### src/rtl/mem_addr_fu_if.sv
// Issue / completion bus of the memory-address unit.
// valid/ready: a push happens on a rising edge where in_valid && in_ready; a pop on an edge where sel && out_valid.
interface mem_addr_fu_if #(
  parameter int XLEN  = 32,
  parameter int DEPTH = 4,
  parameter int ROB_W = 5,
  parameter int PRF_W = 6
);
  logic                       in_valid;
  logic [XLEN-1:0]            in_op1;
  logic [XLEN-1:0]            in_op2;
  logic [XLEN-1:0]            in_pc;
  logic [ROB_W-1:0]           in_rob_entry;
  logic [PRF_W-1:0]           in_dest_prf;
  logic [4:0]                 in_dest_arf;
  logic                       in_is_store;
  logic [1:0]                 in_size;
  logic                       in_ready;
  logic                       sel;
  logic                       squash;
  logic                       out_valid;
  logic [XLEN-1:0]            out_addr;
  logic [XLEN/8-1:0]          out_byte_en;
  logic                       out_misaligned;
  logic                       out_is_store;
  logic [ROB_W-1:0]           out_rob_entry;
  logic [PRF_W-1:0]           out_dest_prf;
  logic                       out_value_valid;
  logic [XLEN-1:0]            out_branch_address;
  logic [$clog2(DEPTH):0]     count;

  modport master (
    output in_valid, in_op1, in_op2, in_pc, in_rob_entry, in_dest_prf, in_dest_arf,
           in_is_store, in_size, sel, squash,
    input  in_ready, out_valid, out_addr, out_byte_en, out_misaligned, out_is_store,
           out_rob_entry, out_dest_prf, out_value_valid, out_branch_address, count
  );

  modport slave (
    input  in_valid, in_op1, in_op2, in_pc, in_rob_entry, in_dest_prf, in_dest_arf,
           in_is_store, in_size, sel, squash,
    output in_ready, out_valid, out_addr, out_byte_en, out_misaligned, out_is_store,
           out_rob_entry, out_dest_prf, out_value_valid, out_branch_address, count
  );
endinterface

### src/rtl/mem_addr_fu.sv
// Memory-address functional unit: computes address, byte enables and misalignment at issue,
// then holds results in an in-order buffer until the completion arbiter pops them.
module mem_addr_fu #(
  parameter int XLEN  = 32,
  parameter int DEPTH = 4,
  parameter int ROB_W = 5,
  parameter int PRF_W = 6
) (
  input  logic          clk,
  input  logic          rst,
  mem_addr_fu_if.slave  bus
);
  localparam int BE_W   = XLEN / 8;
  localparam int OFF_W  = $clog2(BE_W);
  localparam int PTR_W  = $clog2(DEPTH);
  localparam int CNT_W  = PTR_W + 1;
  localparam int LANE_W = 2 * BE_W;

  typedef struct packed {
    logic [XLEN-1:0]  addr;
    logic [BE_W-1:0]  be;
    logic             mis;
    logic             st;
    logic [ROB_W-1:0] rob;
    logic [PRF_W-1:0] prf;
    logic             vv;
    logic [XLEN-1:0]  ba;
  } entry_t;

  entry_t           r_mem [DEPTH];
  logic [PTR_W-1:0] r_head;
  logic [PTR_W-1:0] r_tail;
  logic [CNT_W-1:0] r_count;

  logic              w_push;
  logic              w_pop;
  logic [XLEN-1:0]   w_addr;
  logic [3:0]        w_nbytes;
  logic [2:0]        w_align_mask;
  logic              w_size_illegal;
  logic              w_unaligned;
  logic              w_mis;
  logic [LANE_W-1:0] w_lanes;
  logic [LANE_W-1:0] w_be_wide;
  logic [OFF_W-1:0]  w_offset;
  entry_t            w_entry;
  entry_t            w_head;

  // in_ready depends on registered occupancy only; a same-cycle pop never frees a slot early.
  assign bus.in_ready = (r_count < CNT_W'(DEPTH));
  assign bus.out_valid = (r_count != '0);
  assign w_push = bus.in_valid && bus.in_ready;
  assign w_pop  = bus.sel && bus.out_valid;

  assign w_addr         = bus.in_op1 + bus.in_op2;
  assign w_nbytes       = 4'd1 << bus.in_size;
  assign w_align_mask   = 3'(w_nbytes - 4'd1);
  assign w_size_illegal = int'(w_nbytes) > BE_W;
  assign w_unaligned    = |(w_addr[2:0] & w_align_mask);
  assign w_mis          = w_size_illegal || w_unaligned;
  assign w_offset       = w_addr[OFF_W-1:0];

  always_comb begin
    w_lanes = '0;
    case (bus.in_size)
      2'd0:    w_lanes = LANE_W'(8'h01);
      2'd1:    w_lanes = LANE_W'(8'h03);
      2'd2:    w_lanes = LANE_W'(8'h0F);
      default: w_lanes = LANE_W'(8'hFF);
    endcase
  end

  assign w_be_wide = w_lanes << w_offset;

  always_comb begin
    w_entry      = '0;
    w_entry.addr = w_addr;
    w_entry.be   = w_mis ? '0 : w_be_wide[BE_W-1:0];
    w_entry.mis  = w_mis;
    w_entry.st   = bus.in_is_store;
    w_entry.rob  = bus.in_rob_entry;
    w_entry.prf  = bus.in_dest_prf;
    w_entry.vv   = (bus.in_dest_arf != 5'd0) && !bus.in_is_store;
    w_entry.ba   = bus.in_pc + XLEN'(4);
  end

  // Storage is not reset; out_valid gates visibility of stale entries.
  always_ff @(posedge clk) begin
    if (w_push && !bus.squash) begin
      r_mem[r_tail] <= w_entry;
    end
  end

  always_ff @(posedge clk or posedge rst) begin
    if (rst) begin
      r_head  <= '0;
      r_tail  <= '0;
      r_count <= '0;
    end else if (bus.squash) begin
      r_head  <= '0;
      r_tail  <= '0;
      r_count <= '0;
    end else begin
      if (w_push) r_tail <= r_tail + PTR_W'(1);
      if (w_pop)  r_head <= r_head + PTR_W'(1);
      if (w_push && !w_pop)      r_count <= r_count + CNT_W'(1);
      else if (!w_push && w_pop) r_count <= r_count - CNT_W'(1);
    end
  end

  assign w_head                 = r_mem[r_head];
  assign bus.out_addr           = w_head.addr;
  assign bus.out_byte_en        = w_head.be;
  assign bus.out_misaligned     = w_head.mis;
  assign bus.out_is_store       = w_head.st;
  assign bus.out_rob_entry      = w_head.rob;
  assign bus.out_dest_prf       = w_head.prf;
  assign bus.out_value_valid    = w_head.vv;
  assign bus.out_branch_address = w_head.ba;
  assign bus.count              = r_count;
endmodule

### src/flat_wrapper.sv
// flat-port wrapper written by rule: the top's interface ports become plain ports
module mem_addr_fu_flat 
#(
  parameter int XLEN  = 32,
  parameter int DEPTH = 4,
  parameter int ROB_W = 5,
  parameter int PRF_W = 6
)
  (clk, rst, bus_in_valid, bus_in_op1, bus_in_op2, bus_in_pc, bus_in_rob_entry, bus_in_dest_prf, bus_in_dest_arf, bus_in_is_store, bus_in_size, bus_sel, bus_squash, bus_in_ready, bus_out_valid, bus_out_addr, bus_out_byte_en, bus_out_misaligned, bus_out_is_store, bus_out_rob_entry, bus_out_dest_prf, bus_out_value_valid, bus_out_branch_address, bus_count);
  mem_addr_fu_if #(.XLEN(XLEN), .DEPTH(DEPTH), .ROB_W(ROB_W), .PRF_W(PRF_W)) bus_i ();
  input  logic clk;
  input  logic rst;
  input wire logic [$bits(bus_i.in_valid)-1:0] bus_in_valid;
  input wire logic [$bits(bus_i.in_op1)-1:0] bus_in_op1;
  input wire logic [$bits(bus_i.in_op2)-1:0] bus_in_op2;
  input wire logic [$bits(bus_i.in_pc)-1:0] bus_in_pc;
  input wire logic [$bits(bus_i.in_rob_entry)-1:0] bus_in_rob_entry;
  input wire logic [$bits(bus_i.in_dest_prf)-1:0] bus_in_dest_prf;
  input wire logic [$bits(bus_i.in_dest_arf)-1:0] bus_in_dest_arf;
  input wire logic [$bits(bus_i.in_is_store)-1:0] bus_in_is_store;
  input wire logic [$bits(bus_i.in_size)-1:0] bus_in_size;
  input wire logic [$bits(bus_i.sel)-1:0] bus_sel;
  input wire logic [$bits(bus_i.squash)-1:0] bus_squash;
  output wire logic [$bits(bus_i.in_ready)-1:0] bus_in_ready;
  output wire logic [$bits(bus_i.out_valid)-1:0] bus_out_valid;
  output wire logic [$bits(bus_i.out_addr)-1:0] bus_out_addr;
  output wire logic [$bits(bus_i.out_byte_en)-1:0] bus_out_byte_en;
  output wire logic [$bits(bus_i.out_misaligned)-1:0] bus_out_misaligned;
  output wire logic [$bits(bus_i.out_is_store)-1:0] bus_out_is_store;
  output wire logic [$bits(bus_i.out_rob_entry)-1:0] bus_out_rob_entry;
  output wire logic [$bits(bus_i.out_dest_prf)-1:0] bus_out_dest_prf;
  output wire logic [$bits(bus_i.out_value_valid)-1:0] bus_out_value_valid;
  output wire logic [$bits(bus_i.out_branch_address)-1:0] bus_out_branch_address;
  output wire logic [$bits(bus_i.count)-1:0] bus_count;
  assign bus_i.in_valid = bus_in_valid;
  assign bus_i.in_op1 = bus_in_op1;
  assign bus_i.in_op2 = bus_in_op2;
  assign bus_i.in_pc = bus_in_pc;
  assign bus_i.in_rob_entry = bus_in_rob_entry;
  assign bus_i.in_dest_prf = bus_in_dest_prf;
  assign bus_i.in_dest_arf = bus_in_dest_arf;
  assign bus_i.in_is_store = bus_in_is_store;
  assign bus_i.in_size = bus_in_size;
  assign bus_i.sel = bus_sel;
  assign bus_i.squash = bus_squash;
  assign bus_in_ready = bus_i.in_ready;
  assign bus_out_valid = bus_i.out_valid;
  assign bus_out_addr = bus_i.out_addr;
  assign bus_out_byte_en = bus_i.out_byte_en;
  assign bus_out_misaligned = bus_i.out_misaligned;
  assign bus_out_is_store = bus_i.out_is_store;
  assign bus_out_rob_entry = bus_i.out_rob_entry;
  assign bus_out_dest_prf = bus_i.out_dest_prf;
  assign bus_out_value_valid = bus_i.out_value_valid;
  assign bus_out_branch_address = bus_i.out_branch_address;
  assign bus_count = bus_i.count;
  mem_addr_fu #(.XLEN(XLEN), .DEPTH(DEPTH), .ROB_W(ROB_W), .PRF_W(PRF_W)) u_core (.clk(clk), .rst(rst), .bus(bus_i));
endmodule
### config.mk
export PLATFORM = sky130hd
export DESIGN_NAME = mem_addr_fu_flat
export DESIGN_NICKNAME = d
export VERILOG_FILES = /design/src/rtl/mem_addr_fu_if.sv /design/src/rtl/mem_addr_fu.sv /design/src/flat_wrapper.sv
export SDC_FILE = /design/constraint.sdc
export NUM_CORES = 1
export LEC_CHECK = 0
export ABC_CLOCK_PERIOD_IN_PS = 4670
export CORE_MARGIN = 3
export CORE_UTILIZATION = 59
export CTS_CLUSTER_SIZE = 10
export DETAILED_ROUTE_END_ITERATION = 8
export PLACE_DENSITY = 0.95
export SLEW_MARGIN = 10
export SYNTH_ARGS = -nofsm -noshare
export SYNTH_HDL_FRONTEND = slang
export SYNTH_SLANG_ARGS = --single-unit
### constraint.sdc
create_clock -name clk -period 4.67 [get_ports clk]
set_input_delay 0.934 -clock clk [delete_from_list [all_inputs] [get_ports clk]]
set_output_delay 0.934 -clock clk [all_outputs]
set_load 0.01 [all_outputs]
# After elaboration in Yosys (flattened, before gate mapping)
# Memories as Yosys holds them, arrays and structs flattened.
# Index checks and enable logic that the tools add are counted.
word_totals:
  reg_bits: 7
  mem_bits_rw: 328
  input_bits: 120
  out_inout_bits: 87
  elab_cells: 47
  memories: 1
op_classes:
  addsub: 7
  magnitude_cmp: 2
  eq_ne: 2
  shifts: 2
  muxes: 11
  bitwise: 1
  n_reduce_logical: 18
mem_list:
  columns: ["memory", "depth", "width", "rd", "rd_clocked_by_memory_dff", "write_ports", "line_no", "source"]
  rows:
  - ["u_core.r_mem", 4, 82, 1, 0, 1, "mem_addr_fu.sv:30", "entry_t r_mem [DEPTH];"]
ops:
  columns: ["op", "count"]
  rows:
  - ["$add A32 B3 Y32 const B", 1]
  - ["$add A32 B32 Y32", 1]
  - ["$pmux W8 S3", 1]
  - ["$mux W3", 3]
  - ["$mux W2", 4]
  - ["$shl A8 B2 Y4", 1]
  - ["$logic_and A1 B1 Y1", 6]
  - ["$reduce_bool A3 Y1", 2]
  - ["$sub A3 B1 Y3 const B", 2]
  - ["$reduce_bool A5 Y1", 1]
  - ["$add A2 B1 Y2 const B", 2]
  - ["$gt A4 B3 Y1 const B", 1]
  - ["$logic_not A1 Y1", 4]
  - ["$mux W4", 1]
  - ["$reduce_bool A2 Y1", 2]
  - ["$shl A1 B2 Y4 const A", 1]
  - ["$add A3 B1 Y3 const B", 1]
  - ["$and A3 B3 Y3", 1]
  - ["$lt A3 B3 Y1 const B", 1]
  - ["$reduce_or A3 Y1", 1]
  - ["$eq A2 B1 Y1 const B", 1]
  - ["$eq A2 B2 Y1 const B", 1]
  - ["$logic_not A2 Y1", 1]
  - ["$mux W1", 2]
  - ["$logic_or A1 B1 Y1", 1]

# Depth between registers and ports, before layout
depth:
  ltp_word: 7
  depth_mapped: 10
  depth_no_buf: 10

# Worst setup path before layout
# No wires, ideal clock.
synth_timing:
  kind: "input to register"
  startpoint: "in bus_in_op2[0]"
  endpoint: "mem u_core.r_mem[0][74] (netlist name), data pin"
  setup_time_ns: 0.278
  t_arrival_ns: 3.378
  path_slack_ns: 1.014
  path_stages: 10
  n_path_buf: 0
  path_cell_list: "ha_1 -> fa_1 -> a211oi_2 -> nor2_1 -> o211a_1 -> or3_1 -> and3_1 -> or4_4 -> a21oi_2 -> xnor2_1"
synth_via:
  elab_chain_cells: 1
synth_lines:
  columns: ["element", "line_no", "source"]
  rows:
  - ["start: declaration", "flat_wrapper.sv:15", "input wire logic [$bits(bus_i.in_op2)-1:0] bus_in_op2;"]
  - ["$add A32 B32 Y32", "mem_addr_fu.sv:55", "assign w_addr = bus.in_op1 + bus.in_op2;"]
  - ["net u_core.w_addr[24]", "mem_addr_fu.sv:37", "logic [XLEN-1:0] w_addr;"]
  - ["end: declaration", "mem_addr_fu.sv:30", null]
# The timed path passes the listed nets, and every way through them passes these cells.

# Worst setup path after layout
layout_timing:
  startpoint: "in bus_in_op1[0]"
  endpoint: "mem u_core.r_mem[2][80] (netlist name), data pin"
layout_via:
  elab_chain_cells: 1
layout_lines:
  columns: ["element", "line_no", "source"]
  rows:
  - ["start: declaration", "flat_wrapper.sv:14", "input wire logic [$bits(bus_i.in_op1)-1:0] bus_in_op1;"]
  - ["$add A32 B32 Y32", "mem_addr_fu.sv:55", null]
  - ["net u_core.w_addr[30]", "mem_addr_fu.sv:37", null]
# The timed path passes the listed nets, and every way through them passes these cells.

==> results.tsv <==
metric	value	unit
hold_buf cts	0	
core area	23900	um^2
Post-DP HPWL	20200	um
CTS resizes	0	
Final Max Tran Viols	0	
first-pass GRT wire length	49200	um
unrepaired setup endpoints after global routing	false	
area post-placement	17100	um^2
status	finished clean	
CTS tree	done	
Seq/Total Area, Yosys	68.6	%
pre-CTS WS	0.275	ns
Critical Path RT	4.97	ns
ANT nets after route	0	
Hold Slack	0.596	ns
Critical Path Start Type	primary input	
count of different cell masters after synthesis	56	
Worst-Margin Slew	0.812	ns
fin crit share	83.9	%
CTS Buffer Depth	3	
routed wire length	31800	um
post-synthesis net count	996	
WHS Path Cells	2	
Post-Syn Area per Cell	17.4	um^2
fillcell total	1293	
Power, Total	8.65	mW
fraction of layout cells with a size suffix above 1	13.8	%
CTS buffer count	39	
post-synthesis register bit count	335	
Die Span Y	163	um
Wirelength per Cell	22.9	um
PwrDens	476	nW/um^2
Fmax achieved	0.255	GHz
routed vias/inst	6.19	
main area contributors after synthesis	edfxtp_1 67%, mux4_2 13%, ha_1 3.1%	
R2R cell count	5	
Most used DFF post-synth	edfxtp_1	
postcts setup bufs	0	
synth cell count leaders	328 x edfxtp_1, 82 x mux4_2, 51 x nor2_1, 40 x xnor2_1, 39 x nand2_1	
cells after synthesis	838	
Worst-path clk slew	0.05	ns
CP Max Fanout	4	
gr usage total	24.1	%
synthesized cell area	14600	um^2
Die Wd	163	um
Synth area leader	edfxtp_1	
final setup margin	0.751	ns
clock root cell	clkbuf_16	
largest net degree at the start of global routing	54	
FP Rows	56	
number of flops mapped to enable cells by yosys	328	
grt total ovfl	0	
Slew headroom	45.2	%
drt first pass iters	5	
share of the synthesized area in the top cell type	67.4	%
Async SR Flop Fraction	2.09	%
CTS H-tree lvls	2	
clk_skew	0.0170	ns
Setup CP Type	in2reg	
r2r setup slk	2.39	ns
PortBufs	206	
DRT iter0 DRCs	962	
NumNets Final	1219	
most frequent cell after synthesis	edfxtp_1	
clock latency at the later pin of the worst-skew pair	0.52	ns
area grow syn2layout	24.2	%
cell area after layout	18200	um^2
Starting Density	61.1	%
ANT cells	0	
number of global-route vias before repair	8857	
initial antenna violation count	2	
# DRC	0	
Critical Path AT	4.21	ns
Worst VDD drop	0.285	mV
Hold Path Class	reg2reg	
Clock Sinks	335	
Max-cap violations	0	
Vias	8596	
Hold Fails Final Rpt	0	
IO Pins	207	
global placement routability congestion	0.855	
Setup TNS Final	0	ns
Tmin final	3.92	ns
endpoints failing setup	0	
CP endpoint kind	flop	
Die Area	26700	um^2
Ys Warns	0	
LEAKAGE	6.06	nW
==> cells by family after synthesis <==
kind of cell	after synthesis	synth area share, %
flops	335	68.6
simple gates	164	5.33
compound gates	113	5.26
mux	84	12.8
xor+xnor	58	3.48
buf+inv	46	1.19
fa+ha+maj	38	3.36
==> cell type report <==
| type | count | area [um^2] | share of cell area, % |
|---|---|---|---|
| multi-input cells | 457 | 4420 | 24.4 |
| flip-flops and latches | 335 | 10000 | 55.3 |
| inverters | 15 | 56.3 | 0.310 |
| clock buffers | 45 | 1020 | 5.62 |
| repair buffers | 213 | 2190 | 12.1 |
| well taps | 319 | 399 | 2.20 |
| clock inverters | 4 | 33.8 | 0.186 |
==> layout by cell type (no fill, tap or decap), types with 6 or more instances in the layout <==
cell type,instances
ha_1,36
edfxtp_1,328
nor2_1,51
clkdlybuf4s50_1,206
nand2_1,39
a21oi_1,33
mux4_2,82
and3_1,14
a211oi_1,9
nand3_1,23
xnor2_1,40
nor3_1,8
buf_12,6
o21ai_0,16
a21o_1,14
clkbuf_16,40
xor2_1,18
inv_1,15
==> power breakdown <==
group          switching [mW]  internal [mW]  total, mW
clock                    1.05           1.53       2.58
combinational            1.10           1.27       2.37
sequential             0.0946           3.60       3.69
total                    2.25           6.40       8.65
==> final timing paths <==
path | end | from
setup / recovery | u_core.r_mem[2][80]$_DFFE_PP_ | bus_in_op1[0]
hold / removal | u_core.bus.count[1]$_DFFE_PP0P_ | u_core.bus.count[1]$_DFFE_PP0P_
setup reg to reg | u_core.r_mem[0][1]$_DFFE_PP_ | u_core.bus.count[2]$_DFFE_PP0P_
hold reg to reg | u_core.bus.count[1]$_DFFE_PP0P_ | u_core.bus.count[1]$_DFFE_PP0P_
max in group asynchronous | u_core.r_head[1]$_DFFE_PP0P_ | rst
min in group asynchronous | u_core.bus.count[1]$_DFFE_PP0P_ | rst
==> per-stage QoR <==
stage,std cells,utilization [%]
after detailed placement,1339,71.6
after CTS,1388,76.0
after global placement,1339,71.6
after global routing,1388,76.0
final,1388,76.0
after floorplan,838,-
==> registers in the layout (all words and copies together) (netlist names) <==
name / count
u_core.r_mem: 328
u_core.bus.count: 3
u_core.r_head: 2
u_core.r_tail: 2
==> critical path, cell delays in order <==
cell	delay, ns
clkdlybuf4s50_1	0.44
ha_1	0.24
fa_1	0.44
a211oi_2	0.24
nor2_1	0.13
o211a_1	0.29
o41ai_1	0.38
a21oi_1	0.22
a211oi_1	0.46
o41ai_1	0.13
xor2_1	0.29
==> routing by layer <==
metal,global-route usage (%),wire length [um],up-vias
met5,0,17,-
met4,7.23,870,4
met3,5.30,2710,73
met2,42.3,16500,478
met1,30.3,11600,4248
li1,-,-,3793
Note: power is estimated with default switching activity, not from simulation.
